<file path="config.mk">
export PLATFORM = sky130hd
export DESIGN_NAME = mc_controller
export DESIGN_NICKNAME = d
export VERILOG_FILES = /design/src/rtl/mc_controller.sv
export SDC_FILE = /design/constraint.sdc
export NUM_CORES = 1
export LEC_CHECK = 0
export BUFFER_PORTS_ARGS = -buffer_cell sky130_fd_sc_hd__buf_2
export CAP_MARGIN = 30
export CORE_AREA = 3 3 40 42
export CTS_CLUSTER_SIZE = 8
export DETAILED_ROUTE_END_ITERATION = 10
export DIE_AREA = 0 0 43 45
export GPL_TIMING_DRIVEN = 0
export PLACE_DENSITY_LB_ADDON = 0.2
export SYNTH_ARGS = -nofsm -noshare
export SYNTH_HDL_FRONTEND = slang
export SYNTH_SLANG_ARGS = --single-unit
</file>
<file path="constraint.sdc">
create_clock -name clk -period 3.05 [get_ports clk]
set_input_delay 0.4575 -clock clk [delete_from_list [all_inputs] [get_ports clk]]
set_output_delay 0.4575 -clock clk [all_outputs]
set_load 0.005 [all_outputs]
</file>
<file path="src/rtl/mc_controller.sv">
// Multicycle MIPS control unit: a Moore FSM that sequences a shared datapath
// through fetch/decode/execute/memory/writeback, stalling on mem_ready.
//
// Ports:
//   clk, reset         clock, async active-high reset (forces FETCH)
//   op                 instr[31:26], used only in DECODE and MEMADR
//   zero               ALU zero flag (feeds pcen for beq)
//   mem_ready          memory finishes its access this cycle
//   mem_req            memory access requested
//   iord .. branch     datapath selects
//   irwrite, regwrite, memwrite, pcen   write enables
//   alusrcb, pcsrc, aluop              2-bit selects
//   illegal_op         undefined opcode seen in DECODE
//   state              current state (debug)
module mc_controller (
  input  logic       clk,
  input  logic       reset,
  input  logic [5:0] op,
  input  logic       zero,
  input  logic       mem_ready,
  output logic       mem_req,
  output logic       iord,
  output logic       alusrca,
  output logic       regdst,
  output logic       memtoreg,
  output logic       branch,
  output logic       irwrite,
  output logic       regwrite,
  output logic       memwrite,
  output logic       pcen,
  output logic [1:0] alusrcb,
  output logic [1:0] pcsrc,
  output logic [1:0] aluop,
  output logic       illegal_op,
  output logic [3:0] state
);

  localparam logic [3:0] S_FETCH   = 4'd0;
  localparam logic [3:0] S_DECODE  = 4'd1;
  localparam logic [3:0] S_MEMADR  = 4'd2;
  localparam logic [3:0] S_MEMRD   = 4'd3;
  localparam logic [3:0] S_MEMWB   = 4'd4;
  localparam logic [3:0] S_MEMWR   = 4'd5;
  localparam logic [3:0] S_RTYPEEX = 4'd6;
  localparam logic [3:0] S_RTYPEWB = 4'd7;
  localparam logic [3:0] S_BEQEX   = 4'd8;
  localparam logic [3:0] S_ADDIEX  = 4'd9;
  localparam logic [3:0] S_ADDIWB  = 4'd10;
  localparam logic [3:0] S_JEX     = 4'd11;

  localparam logic [5:0] OP_R    = 6'b000000;
  localparam logic [5:0] OP_LW   = 6'b100011;
  localparam logic [5:0] OP_SW   = 6'b101011;
  localparam logic [5:0] OP_BEQ  = 6'b000100;
  localparam logic [5:0] OP_ADDI = 6'b001000;
  localparam logic [5:0] OP_J    = 6'b000010;

  logic [3:0] state_q;
  logic [3:0] state_d;
  logic       pcwrite;
  logic       is_r, is_lw, is_sw, is_beq, is_addi, is_j;

  assign is_r    = (op == OP_R);
  assign is_lw   = (op == OP_LW);
  assign is_sw   = (op == OP_SW);
  assign is_beq  = (op == OP_BEQ);
  assign is_addi = (op == OP_ADDI);
  assign is_j    = (op == OP_J);

  always_ff @(posedge clk or posedge reset) begin
    if (reset) state_q <= S_FETCH;
    else       state_q <= state_d;
  end

  always_comb begin
    state_d = S_FETCH;
    case (state_q)
      S_FETCH:  state_d = mem_ready ? S_DECODE : S_FETCH;
      S_DECODE: begin
        unique case (1'b1)
          is_lw, is_sw: state_d = S_MEMADR;
          is_r:         state_d = S_RTYPEEX;
          is_beq:       state_d = S_BEQEX;
          is_addi:      state_d = S_ADDIEX;
          is_j:         state_d = S_JEX;
          default:      state_d = S_FETCH;
        endcase
      end
      // op is re-sampled here; anything but lw/sw abandons the access
      S_MEMADR: begin
        unique case (1'b1)
          is_lw:   state_d = S_MEMRD;
          is_sw:   state_d = S_MEMWR;
          default: state_d = S_FETCH;
        endcase
      end
      S_MEMRD:   state_d = mem_ready ? S_MEMWB : S_MEMRD;
      S_MEMWR:   state_d = mem_ready ? S_FETCH : S_MEMWR;
      S_RTYPEEX: state_d = S_RTYPEWB;
      S_ADDIEX:  state_d = S_ADDIWB;
      default:   state_d = S_FETCH;
    endcase
  end

  always_comb begin
    mem_req    = 1'b0;
    iord       = 1'b0;
    alusrca    = 1'b0;
    regdst     = 1'b0;
    memtoreg   = 1'b0;
    branch     = 1'b0;
    irwrite    = 1'b0;
    regwrite   = 1'b0;
    memwrite   = 1'b0;
    pcwrite    = 1'b0;
    alusrcb    = 2'b00;
    pcsrc      = 2'b00;
    aluop      = 2'b00;
    illegal_op = 1'b0;
    case (state_q)
      S_FETCH: begin
        mem_req = 1'b1;
        alusrcb = 2'b01;
        // IR and PC only load once the fetch completes
        irwrite = mem_ready;
        pcwrite = mem_ready;
      end
      S_DECODE: begin
        alusrcb    = 2'b11;
        illegal_op = ~(is_r | is_lw | is_sw | is_beq | is_addi | is_j);
      end
      S_MEMADR, S_ADDIEX: begin
        alusrca = 1'b1;
        alusrcb = 2'b10;
      end
      S_MEMRD: begin
        mem_req = 1'b1;
        iord    = 1'b1;
      end
      S_MEMWR: begin
        mem_req  = 1'b1;
        iord     = 1'b1;
        memwrite = 1'b1;
      end
      S_MEMWB: begin
        memtoreg = 1'b1;
        regwrite = 1'b1;
      end
      S_RTYPEEX: begin
        alusrca = 1'b1;
        aluop   = 2'b10;
      end
      S_RTYPEWB: begin
        regdst   = 1'b1;
        regwrite = 1'b1;
      end
      S_ADDIWB: regwrite = 1'b1;
      S_BEQEX: begin
        alusrca = 1'b1;
        aluop   = 2'b01;
        pcsrc   = 2'b01;
        branch  = 1'b1;
      end
      S_JEX: begin
        pcsrc   = 2'b10;
        pcwrite = 1'b1;
      end
      default: ;
    endcase
  end

  assign pcen  = pcwrite | (branch & zero);
  assign state = state_q;

endmodule

</file>
==> metrics.md <==
| Metric | Value |
|---|---|
| Resized Gates After CTS | `0` |
| Crit Path Category | `reg2out` |
| CTS tree | `done` |
| Clock buffer depth | `2` |
| Vias | `647` |
| Synth Flop Type | `dfrtp_1` |
| CTS Hold Bufs | `0` |
| DRC viols | `0` |
| Critical path endpoint category | `primary output` |
| Core area | `about 1300 sq um` |
| Maximum vdd drop | `between 0.00015 and 0.0002 V` |
| Crit-path leading delay family | `flip-flops` |
| Post-Syn Nets | `85` |
| Synth Area in Simple Gates | `between 40% and 50%` |
| Share of the synthesized area in the top cell type | `between 10% and 20%` |
| Maxcap violations | `0` |
| N_diodes | `0` |
| Largest family of logic cells by synthesized area | `simple AND/OR/NAND/NOR gates` |
| Cell count after synthesis | `75` |
| Finish-stage setup viols | `0` |
| Mux contribution to synthesized area | `between 1.5 and 2%` |
| Slowest CP cell | `dfrtp_1` |
| Leak | `approximately 0.00038 uW` |
| Number of synthesized flops with an enable pin | `0` |
| Crit-path cells | `buf_2 -> inv_2 -> nand2_1 -> nor3_1 -> a211o_1 -> buf_2` |
| # port buffers | `30` |
| Busiest layer in global routing | `met2` |
| Die footprint | `1935 sq um` |
| DR WL/cell | `11.93 microns` |
| Total global routing overflow | `0` |
| Met3 usage | `under 10%` |
| Synth Area in XOR/XNOR | `under 10%` |
| Clock power frac | `between 30% and 40%` |
| Die Height | `approximately 45 microns` |
| IO Count | `31` |
| Final min period | `2042 ps` |
| Area grow syn2layout | `37.05%` |
| Share of layout cells above drive strength 1 | `39.81%` |
| H-tree depth | `1` |
| Worst path most repeated cell | `buf_2` |
| Nets | `120` |
| Total track usage | `16.94%` |
| Ys async rst share | `100.0%` |
| Setup_tns | `0 ps` |
| Net Sw Frac | `between 30% and 40%` |
| Worst slew pin tran | `approximately 370 ps` |
| R2R Path Start | `state[3]$_DFF_PP0_` |
| Cell Pwr Density | `295.4 nW/um^2` |
| Combinational Power Share | `approximately two fifths` |
| Post-place setup slack | `around 1200 ps` |
| CP Max Fanout | `10` |
| CTS clock-pin slew for the worst setup and hold paths | `about 40 ps` |
| Final hold violation count | `0` |
| Die W | `43 microns` |
| GPL Wtd Cong | `0.8144` |
| Mapped Area | `roughly 520 sq um` |
| Vias in the first global route | `between 500 and 600` |
| Seq/Total Area, Yosys | `between 10% and 20%` |
| CTS sink count | `4` |
| Final WL | `roughly 1.5 mm` |
| Area share of fa/ha/maj cells after synthesis | `0%` |
| Yosys Warn Count | `0` |
| Final slew viol count | `0` |
| CTS buffer count | `3` |
| Most area-hungry cell type in the Yosys netlist | `dfrtp_1` |
| Power share of the sequential group | `roughly 28%` |
| CTS root buf | `clkbuf_4` |
| Max reg flops | `4` |
| Grt met2 use | `between 20 and 30%` |
| Worst EP arrival | `between 1500 and 2000 ps` |
| Clock Skew | `1.546 ps` |
| Synth Area in Compound Gates | `21.55%` |
| 1st-pass router iterations | `4` |
| Global-route wire length before repair | `2.518 mm` |
| Syn_area_per_cell | `around 7 sq um` |
| Clock latency on the worst-skew pair | `between 200 and 250 ps` |
| Largest net degree at the start of global routing | `11` |
| Number of unique standard cell types used by synthesis | `32` |
| Peak Freq | `just under 500 MHz` |
| Row cnt | `13` |
| Iteration-0 DRC Markers | `6` |
| Met1 Track Usage GR | `between 20% and 30%` |
| Setup Buffers After CTS | `0` |
| Required time worst endpoint | `~2600 ps` |
| CP startpoint kind | `flop` |
| Hold Crit Class | `in2async` |
| Layout filler cell count | `roughly 140` |
| Crit path from | `state[2]$_DFF_PP0_` |
| Final worst path period share | `66.96%` |
| Initial antenna violation count | `0` |
| Synth top area cells | `dfrtp_1, nand2_1, nor2_1` |
| Post-synth top cells | `nand2_1, nor2_1, a21oi_1, nand2b_1, nor3_1` |
| Biggest cell delay along the critical path | `a little under 400 ps` |
| NetSw | `~70 uW` |
| Final ANT Viol Nets | `0` |
| Buf/Inv on CP | `3` |
| Slew headroom | `around 75%` |
| Synth Register Bits | `4` |
| Setup ws final | `1008 ps` |
| RSZ-0062 raised after global routing | `false` |
| Vias per Instance | `5.260` |
| Status | `completed` |
| Fin util | `roughly 55%` |
| Starting Density | `between 40% and 50%` |
| Internal power | `around 140 uW` |
| Hpwl dp | `1.183 mm` |
[final timing paths]
path	slack (ps)	depth (start not counted)	endpoint
max	1010	6	pcen
min	110	2	state[3]$_DFF_PP0_
max reg2reg	1640	5	state[0]$_DFF_PP0_
min reg2reg	660	2	state[2]$_DFF_PP0_
max in group asynchronous	2780	2	state[1]$_DFF_PP0_
min in group clk	620	4	state[0]$_DFF_PP0_
[power groups by stage]
stage	Combinational (uW)	Sequential (uW)	Clock, uW
finish	85.9	58.4	65.0
detailed placement	85.9	59.0	0
CTS	86.1	58.4	67.9
global placement	84.6	59.0	0
floorplan	49.3	59.4	0
global route	95.9	58.9	70.4
[cell families after synthesis]
family	Yosys count
buffers and inverters	10
AOI/OAI and AO/OA	18
xor gates and xnor gates	3
muxes	1
and+or+nand+nor	39
DFF	4
[metrics by stage]
| step | instance area, sq um | hold WS [ps] | total power (uW) | std cells |
|---|---|---|---|---|
| 6_report | 708.2 | 110.2 | 209.2 | 123 |
| 5_1_grt | 708.2 | 129.8 | 225.2 | 123 |
| 3_5_place_dp | 685.7 | 343.8 | 145.0 | 120 |
| 2_1_floorplan | 516.7 | 223.6 | 108.7 | 75 |
| 4_1_cts | 708.2 | 105.4 | 212.3 | 123 |
| 3_3_place_gp | 685.7 | 334.8 | 143.6 | 120 |
[final cells by class]
| type | instances | area [sq um] | area share (%) |
|---|---|---|---|
| Clock buffer | 3 | 22.52 | 3.180 |
| Tap cell | 15 | 18.77 | 2.650 |
| Buffer | 6 | 35.03 | 4.947 |
| Sequential cell | 4 | 100.1 | 14.13 |
| Multi-Input combinational cell | 61 | 366.6 | 51.77 |
| Inverter | 4 | 15.01 | 2.120 |
| Timing Repair Buffer | 30 | 150.1 | 21.20 |
[worst register-to-register path: stages, from the launching register on]
cell	delay [ps]
dfrtp_1	360
buf_2	170
or2_1	260
nor4_1	350
nand2_1	80
o221ai_1	90
[per-layer routing]
layer	vias up	part of all wire, %
li1	334	-
met1	286	44
met2	25	47
met3	2	7.2
met4	0	0.82
met5	-	0
[cell usage in the layout, fill, tap and decap left out, types with 2 or more instances in the layout]
cell / n
and3_1: 2
inv_1: 3
xor2_1: 2
buf_4: 2
a21oi_1: 5
nor2_1: 9
o22ai_1: 3
nand2_1: 9
buf_2: 34
nand2b_1: 5
dfrtp_1: 4
o21ai_1: 3
clkbuf_4: 3
nor3_1: 5
No activity file was read; power rests on OpenSTA's default activity.
